File: src/rtl/cmd_line_assembler.sv
// cmd_line_assembler
//   Packs a byte-serial ASCII stream into one right-aligned word per line. This
//   is the same layout as a Verilog string literal. On a terminator the line is
//   presented with a one-cycle o_rdy pulse, together with a saturated decimal
//   value and an "all digits" flag. Lines longer than O_A_NUM_ASCII_CHARS are
//   discarded, and a one-cycle o_err pulse reports the discard.
//
// Ports
//   i_clk        clock, rising edge
//   i_reset_n    asynchronous active-low reset
//   i_valid      i_char is valid this cycle
//   i_char       ASCII character
//   o_ready      a char is consumed when i_valid & o_ready
//   o_a          last emitted line, right-aligned, zero-filled on the left
//   o_u          decimal value of the last emitted line, saturated
//   o_num_valid  last emitted line consisted only of digits
//   o_rdy        one-cycle pulse: o_a/o_u/o_num_valid hold a new line
//   o_err        one-cycle pulse: an overflowed line was discarded
module cmd_line_assembler #(
  parameter int         O_A_NUM_ASCII_CHARS = 7,
  parameter int         O_A_NUM_BITS        = O_A_NUM_ASCII_CHARS * 8,
  parameter int         O_U_NUM_BITS        = 4,
  parameter logic [7:0] TERM_CHAR           = 8'h0D,
  parameter logic [7:0] CLEAR_CHAR          = 8'h1B
) (
  input  logic                    i_clk,
  input  logic                    i_reset_n,
  input  logic                    i_valid,
  input  logic [7:0]              i_char,
  output logic                    o_ready,
  output logic [O_A_NUM_BITS-1:0] o_a,
  output logic [O_U_NUM_BITS-1:0] o_u,
  output logic                    o_num_valid,
  output logic                    o_rdy,
  output logic                    o_err
);

  localparam int CNT_W = $clog2(O_A_NUM_ASCII_CHARS + 1);
  // acc*10 + 9 is always below 16*2**O_U_NUM_BITS, so 4 extra bits are enough.
  localparam int ACC_W = (O_U_NUM_BITS + 4 > 8) ? O_U_NUM_BITS + 4 : 8;
  localparam logic [CNT_W-1:0]        CNT_MAX = CNT_W'(O_A_NUM_ASCII_CHARS);
  localparam logic [O_U_NUM_BITS-1:0] U_MAX   = '1;

  typedef enum logic [1:0] {
    S_COLLECT = 2'd0,
    S_DROP    = 2'd1,
    S_EMIT    = 2'd2,
    S_GAP     = 2'd3
  } state_t;

  state_t                  state_q, state_d;
  logic [O_A_NUM_BITS-1:0] line_q, line_d;
  logic [CNT_W-1:0]        cnt_q, cnt_d;
  logic [O_U_NUM_BITS-1:0] acc_q, acc_d;
  logic                    all_dig_q, all_dig_d;
  // Marks the EMIT slot as carrying a discarded line. Discarded lines and good
  // lines therefore share the same two-cycle pulse/gap timing.
  logic                    err_q, err_d;
  logic [O_A_NUM_BITS-1:0] o_a_q, o_a_d;
  logic [O_U_NUM_BITS-1:0] o_u_q, o_u_d;
  logic                    o_num_valid_q, o_num_valid_d;

  logic                    accept;
  logic                    is_print;
  logic                    is_digit;
  logic                    clear_line;
  logic [ACC_W-1:0]        acc_wide;
  logic [O_U_NUM_BITS-1:0] acc_sat;

  assign o_ready  = i_reset_n & ((state_q == S_COLLECT) | (state_q == S_DROP));
  assign accept   = i_valid & o_ready;
  assign is_print = (i_char >= 8'h20) && (i_char <= 8'h7E);
  assign is_digit = (i_char >= 8'h30) && (i_char <= 8'h39);

  // Saturating decimal accumulate, evaluated wide before clamping.
  always_comb begin
    acc_wide = ACC_W'(acc_q) * ACC_W'(10) + ACC_W'(i_char[3:0]);
    acc_sat  = (acc_wide > ACC_W'(U_MAX)) ? U_MAX : acc_wide[O_U_NUM_BITS-1:0];
  end

  always_comb begin
    state_d       = state_q;
    line_d        = line_q;
    cnt_d         = cnt_q;
    acc_d         = acc_q;
    all_dig_d     = all_dig_q;
    err_d         = err_q;
    o_a_d         = o_a_q;
    o_u_d         = o_u_q;
    o_num_valid_d = o_num_valid_q;
    clear_line    = 1'b0;

    case (state_q)
      S_COLLECT: begin
        if (accept) begin
          if (i_char == TERM_CHAR) begin
            // An empty line (lone terminator) produces no pulse.
            if (cnt_q != '0) begin
              o_a_d         = line_q;
              o_u_d         = acc_q;
              o_num_valid_d = all_dig_q;
              err_d         = 1'b0;
              state_d       = S_EMIT;
            end
          end else if (i_char == CLEAR_CHAR) begin
            clear_line = 1'b1;
          end else if (is_print) begin
            if (cnt_q < CNT_MAX) begin
              line_d = {line_q[O_A_NUM_BITS-9:0], i_char};
              cnt_d  = cnt_q + CNT_W'(1);
              if (is_digit) begin
                acc_d = acc_sat;
              end else begin
                all_dig_d = 1'b0;
              end
            end else begin
              state_d = S_DROP;
            end
          end
        end
      end

      S_DROP: begin
        if (accept) begin
          if (i_char == CLEAR_CHAR) begin
            clear_line = 1'b1;
            state_d    = S_COLLECT;
          end else if (i_char == TERM_CHAR) begin
            clear_line = 1'b1;
            err_d      = 1'b1;
            state_d    = S_EMIT;
          end
        end
      end

      S_EMIT: begin
        clear_line = 1'b1;
        state_d    = S_GAP;
      end

      S_GAP: begin
        err_d   = 1'b0;
        state_d = S_COLLECT;
      end

      default: state_d = S_COLLECT;
    endcase

    if (clear_line) begin
      line_d    = '0;
      cnt_d     = '0;
      acc_d     = '0;
      all_dig_d = 1'b1;
    end
  end

  always_ff @(posedge i_clk or negedge i_reset_n) begin
    if (!i_reset_n) begin
      state_q       <= S_COLLECT;
      line_q        <= '0;
      cnt_q         <= '0;
      acc_q         <= '0;
      all_dig_q     <= 1'b1;
      err_q         <= 1'b0;
      o_a_q         <= '0;
      o_u_q         <= '0;
      o_num_valid_q <= 1'b0;
    end else begin
      state_q       <= state_d;
      line_q        <= line_d;
      cnt_q         <= cnt_d;
      acc_q         <= acc_d;
      all_dig_q     <= all_dig_d;
      err_q         <= err_d;
      o_a_q         <= o_a_d;
      o_u_q         <= o_u_d;
      o_num_valid_q <= o_num_valid_d;
    end
  end

  assign o_a         = o_a_q;
  assign o_u         = o_u_q;
  assign o_num_valid = o_num_valid_q;
  assign o_rdy       = (state_q == S_EMIT) & ~err_q;
  assign o_err       = (state_q == S_EMIT) & err_q;

endmodule

File: config.mk
export PLATFORM = sky130hd
export DESIGN_NAME = cmd_line_assembler
export DESIGN_NICKNAME = d
export VERILOG_FILES = /design/src/rtl/cmd_line_assembler.sv
export SDC_FILE = /design/constraint.sdc
export NUM_CORES = 1
export LEC_CHECK = 0
export CORE_MARGIN = 3
export CORE_UTILIZATION = 55
export CTS_CLUSTER_SIZE = 12
export DETAILED_ROUTE_END_ITERATION = 8
export PLACE_DENSITY_LB_ADDON = 0.08
export SLEW_MARGIN = 0
export SYNTH_ARGS = -nofsm -noshare
export SYNTH_HDL_FRONTEND = slang
export SYNTH_SLANG_ARGS = --single-unit
File: constraint.sdc
create_clock -name i_clk -period 3.75 [get_ports i_clk]
set_input_delay 0.9375 -clock i_clk [delete_from_list [all_inputs] [get_ports i_clk]]
set_output_delay 0.9375 -clock i_clk [all_outputs]
set_load 0.01 [all_outputs]
==> metrics.txt, run 1 <==
outcome=finished, final reports clean; first element of the critical path=state_q[0]; placed wire-length estimate after detailed placement=approximately 7.7 mm; met1 demand-to-capacity share in global routing=a little under a third; leak pwr=between 3 and 4 nW; final count of negative-setup-slack endpoints=0; total negative slack=0 ps; Syn Std Cell Area=approximately 0.0057 mm2; drt pass-1 iters=4; worst vdd ir=about 0.30 mV; maximum level of the CTS H-tree=4; number of clock buffers inserted by TritonCTS=17; die outline height=approximately 110 um; proportion of layout cells with a drive suffix above 1=21.8%; largest area contributor in the synthesized netlist=sky130_fd_sc_hd__dfrtp_1; instance count of the mapped netlist=between 400 and 500; leading cell type by number of instances after synthesis=sky130_fd_sc_hd__dfrtp_1; drt wl/cell=between 15 and 20 um; Final Hold Fails=0; Placeable Area=roughly 0.0099 mm2; number of routed nets with antenna violations=0; Pwr Total=approximately 3.2 mW; Clock Sink Count=roughly 130; First DRT Iteration DRCs=235; number of design rule violations left after detail routing=0; Area growth syn-to-layout=24.9%; number of setup buffers added after CTS=0; worst relative slew slack=around 45%; largest fanout on the critical path=9; list of most frequent post-synthesis cells=sky130_fd_sc_hd__dfrtp_1, sky130_fd_sc_hd__mux2_4, sky130_fd_sc_hd__nand3_1; proportion of synthesized chip area in sequential cells=approximately 56%; launch instance of the worst register-to-register path=acc_q[1]; horizontal die dimension=108 um; GR met3 Demand/Resource=under 10%; CTS resizes=0; overall via count from detail_route=3786; CTS tree=done; number of maximum-capacitance violations=0; Distinct cells, synth=44; setup repair after global routing missed its margin=false; syn avg cell area=13.1 um2; number of buffers added to fix hold violations after cts=0; sum of overflow across all layers after global routing=0; maximum clock rate=352 MHz; overall track demand over capacity in global routing=21.7%; wire length of the first global-routing pass=approximately 20 mm; Antenna Diode Count=0; final worst path period need=2840 ps; Finished Layout Cells=652; kind of end point of the critical path=output port; ratio of final minimum period to clock period=75.7%; net count after synthesis=454; gp weighted congestion=between 0.8 and 0.9; Clock Latency Late Sink=~510 ps; DR vias/cell=roughly 5.8; critical path startpoint category=flip-flop; Initial Util=a little under three fifths; FF-to-FF setup slack=around 1200 ps; main flop type after synthesis=sky130_fd_sc_hd__dfrtp_1; capture point of the worst reg-to-reg path=acc_q[1]; Worst Clk Skew=~6.6 ps; power density relative to cell area=~450 mW/mm2; CTS clock-pin slew for the worst setup and hold paths=about 60 ps; cell types occupying the most area after synthesis=sky130_fd_sc_hd__dfrtp_1, sky130_fd_sc_hd__mux2_4, sky130_fd_sc_hd__nand3_1; root buffer selected by CTS=sky130_fd_sc_hd__clkbuf_8; Hold Crit Class=input port to asynchronous set/reset pin; number of flops mapped to enable cells by yosys=0; required time at the worst-slack endpoint=2810 ps; Total Die Area=~0.012 mm2; fraction of synthesis flops using an asynchronous set or reset pin=100%; number of nets in the layout=~530; antenna violations before repair=0; largest net degree at the start of global routing=71; proportion of netlist area held by the largest area contributor=between 50% and 60%; count of cells along the worst register-to-register path=8; number of storage elements in the synthesis netlist=approximately 130; total wire length=11.9 mm; number of placed instances with taps included=620; vias in the first global route=between 3000 and 4000; met2 usage in global routing=about a third; Max Buffers Root-to-Sink=2; Critical Path AT=between 1500 and 2000 ps; Synthesis Warnings=0; IO Port Bufs=74; kind of critical path=flip-flop to output port; final max-slew violation count=0; routing layer with the top usage in global route=met2; number of placed I/O pins=75; measured slew at the worst slew-check pin=825 ps; number of standard-cell rows in the floorplan=36
kinds of logic after synthesis:
group | after synthesis | synth area share (%)
buffers and inverters | 40 | 3.60
AND/OR/NAND/NOR | 75 | 7.88
XOR/XNOR | 1 | 0.154
multiplexers | 64 | 16.6
AO/OA/AOI/OAI | 113 | 12.6
flip-flops | 128 | 56.5
adder cells (fa/ha/maj) | 11 | 2.69
cell usage in the layout (no fill, tap or decap), drive strengths merged, types with 3 or more instances in the layout:
cell           synthesis  layout
ha                     9       9
clkdlybuf4s50          0      73
a22o                  22      22
buf                   14      11
dfrtp                127     127
a21oi                 37      37
nand2                  6       6
mux2                  62      62
a221oi                 4       4
clkinvlp               0       3
clkinv                 0       4
nor4bb                 3       3
inv                   11      16
o21ai                 38      38
nor2                   8       8
clkbuf                15      18
nand3                 40      40
and2                   4       4
worst max-delay path by stage:
stage	depth (start not counted)	slack, ps	to
2_1_floorplan	5	1430	o_a[0]
3_3_place_gp	6	550	o_a[23]
3_5_place_dp	6	480	o_a[46]
4_1_cts	3	870	o_rdy
5_1_grt	3	810	o_rdy
6_report	3	910	o_rdy
stage by stage:
step	setup WS [ps]	utilization (%)	area [um2]	hold WS (ps)
global placement	548	65.6	6500	481
floorplan	1430	-	5670	459
detailed placement	480	65.6	6500	492
finish	912	71.5	7080	278
global route	809	71.5	7080	263
CTS	871	71.5	7080	261
cell type report:
cell class                 count  area, um2
fill                         689       2830
sequential                   128       3200
clock inverter                14        154
multi-input combinational    264       2260
tap                          133        166
inverter                      11       41.3
timing repair buffer          84        826
clock buffer                  18        428
power by group:
group	internal (mW)	switching, mW
sequential	1.41	0.0292
combinational	0.0571	0.101
clock	0.973	0.620
flip-flops by register name (all words and copies together) (netlist names):
signal	flops
state_q	2
o_u	4
acc_q	4
o_num_valid	1
err_q	1
o_a	56
line_q	56
cnt_q	3
all_dig_q	1
layer usage:
layer / routed length [um] / share of wire, %
met5: 0 / 0
met4: 133 / 1.1
met3: 475 / 4.0
met2: 6000 / 50
met1: 5320 / 45
critical path: stages (launching register included):
cell                              delay (ps)
sky130_fd_sc_hd__dfrtp_1                 450
sky130_fd_sc_hd__nand2b_1                260
sky130_fd_sc_hd__nor2_1                  130
sky130_fd_sc_hd__clkdlybuf4s50_1         550
Power figures use the tool's default switching activity.
==> inputs of run 2 (changes only) <==
--- a/config.mk
+++ b/config.mk
@@ -6,7 +6,7 @@
 export NUM_CORES = 1
 export LEC_CHECK = 0
 export CORE_MARGIN = 3
-export CORE_UTILIZATION = 55
+export CORE_UTILIZATION = 50
 export CTS_CLUSTER_SIZE = 12
 export DETAILED_ROUTE_END_ITERATION = 8
 export PLACE_DENSITY_LB_ADDON = 0.08
==> constraint.sdc (replaced) <==
create_clock -name i_clk -period 2.6 [get_ports i_clk]
set_input_delay 0.65 -clock i_clk [delete_from_list [all_inputs] [get_ports i_clk]]
set_output_delay 0.65 -clock i_clk [all_outputs]
set_load 0.01 [all_outputs]
==> metrics.txt, run 2 (synthesis results as in run 1) <==
outcome=finished, final reports clean; slack of the critical path=approximately 170 ps; drt pass-1 iters=4; worst relative slew slack=51.3%; required time at the worst-slack endpoint=1950 ps; Clock Sink Count=between 100 and 150; overall via count from detail_route=between 3000 and 4000; placed wire-length estimate after detailed placement=8.45 mm; number of placed I/O pins=75; Area growth syn-to-layout=28.9%; setup repair after global routing missed its margin=false; count of fill cells added during filler insertion=~850; largest fanout on the critical path=9; final max-slew violation count=0; Critical Path AT=roughly 1800 ps; proportion of layout cells with a drive suffix above 1=between 20% and 30%; Cell Area, Placed=just under 0.007 mm2; kind of end point of the critical path=output port; root buffer selected by CTS=sky130_fd_sc_hd__clkbuf_16; number of design rule violations left after detail routing=0; Clock Latency Late Sink=~410 ps; final worst path period need=2430 ps; overall track demand over capacity in global routing=roughly a fifth; Pwr Total=between 4 and 5 mW; Initial Util=just over 50%; number of routed nets with antenna violations=0; largest net degree at the start of global routing=60; final count of negative-setup-slack endpoints=0; maximum level of the CTS H-tree=4; Placeable Area=0.0110 mm2; Total Die Area=roughly 0.013 mm2; maximum clock rate=412 MHz; number of setup buffers added after CTS=0; critical path startpoint category=flip-flop; Hold Crit Class=input port to asynchronous set/reset pin; crit path cell chain=nand2b_1, nor2_1, clkdlybuf4s50_1; gp weighted congestion=between 0.7 and 0.8; cell family with the largest share of critical-path delay=buffers and inverters; drt wl/cell=~19 um; Worst Clk Skew=around 13 ps; die outline height=around 110 um; DR vias/cell=about 5.6; power density relative to cell area=around 630 mW/mm2; dpl ws=-188 ps; IO Port Bufs=74; stage delay of the slowest cell on the critical path=540 ps; commonest non-fill, non-tap cells in the layout=sky130_fd_sc_hd__dfrtp_1, sky130_fd_sc_hd__clkdlybuf4s50_1, sky130_fd_sc_hd__mux2_4, sky130_fd_sc_hd__nand3_1, sky130_fd_sc_hd__o21ai_0; antenna violations before repair=0; highest-delay cell along the critical path=sky130_fd_sc_hd__clkdlybuf4s50_1; measured slew at the worst slew-check pin=730 ps; number of clock buffers inserted by TritonCTS=17; vias in the first global route=between 3000 and 4000; fin area=around 0.0073 mm2; final core area utilization=roughly 67%; First DRT Iteration DRCs=187; number of nets in the layout=between 500 and 600; leak pwr=around 3.5 nW; WHS=between 50 and 60 ps; ratio of final minimum period to clock period=about 93%; sum of overflow across all layers after global routing=0; number of buffers and inverters on the critical path=1; number of standard-cell rows in the floorplan=38; Final Hold Fails=0; wire length of the first global-routing pass=20.9 mm; Max Buffers Root-to-Sink=2; CTS tree=done; number of buffers added to fix hold violations after cts=0; total wire length=~13 mm; number of maximum-capacitance violations=0; CTS clock-pin slew for the worst setup and hold paths=~60 ps; leading cell type in the layout, fill and taps excluded=sky130_fd_sc_hd__dfrtp_1; CTS resizes=0; horizontal die dimension=113 um; worst vdd ir=0.330 mV; Antenna Diode Count=0; kind of critical path=flip-flop to output port
[run 2: cell types whose count changed in the layout (fill, tap and decap cells not counted), moves of 2 or more]
cell / change
sky130_fd_sc_hd__buf_12: +6
sky130_fd_sc_hd__clkbuf_1: +2
sky130_fd_sc_hd__clkbuf_8: -2
sky130_fd_sc_hd__buf_4: +15
[run 2: final timing paths]
path	from	to	slack, ps	cells after the start
hold reg to reg	line_q[48]	line_q[48]	500	1
setup / recovery	state_q[0]	o_rdy	170	3
setup reg to reg	acc_q[3]	acc_q[1]	210	8
hold / removal	i_reset_n	o_u[3]	50	1
min in group i_clk	line_q[48]	line_q[48]	500	1
max in group asynchronous	i_reset_n	line_q[24]	1030	3
[run 2: through the flow]
step / std cells / setup TNS [ps]
6_report: 680 / 0
4_1_cts: 680 / 0
2_1_floorplan: 432 / 0
3_5_place_dp: 648 / -645
3_3_place_gp: 648 / -422
5_1_grt: 680 / 0
[run 2: layer usage]
layer  track usage, %  vias up  share of wire, %
li1                 -     1782                 -
met1             29.0     1924                47
met2             33.0      104                48
met3             4.53       12               4.0
met4             6.01        0               1.1
met5                0        -                 0
[run 2: cell type report]
cell class	count	area, um2	share of cell area (%)
timing repair buffer	105	1060	14.5
sequential	128	3200	43.8
inverter	11	41.3	0.565
tap	140	175	2.40
clock inverter	13	130	1.78
multi-input combinational	264	2270	31.0
clock buffer	19	433	5.92
[run 2: worst reg2reg max path, cell delays in order (launching register included)]
cell                       delay [ps]
sky130_fd_sc_hd__dfrtp_1          440
sky130_fd_sc_hd__ha_1             310
sky130_fd_sc_hd__ha_1             160
sky130_fd_sc_hd__inv_1             50
sky130_fd_sc_hd__fa_1             540
sky130_fd_sc_hd__nor4bb_1         290
sky130_fd_sc_hd__a21oi_1          120
sky130_fd_sc_hd__a22oi_2          230
sky130_fd_sc_hd__a221oi_1         130
[run 2: where the power goes]
part | total, mW | leakage [nW] | internal, mW | switching [mW]
Sequential | 2.08 | 1.78 | 2.04 | 0.0407
Combinational | 0.262 | 1.48 | 0.104 | 0.158
Clock | 2.25 | 0.267 | 1.33 | 0.918
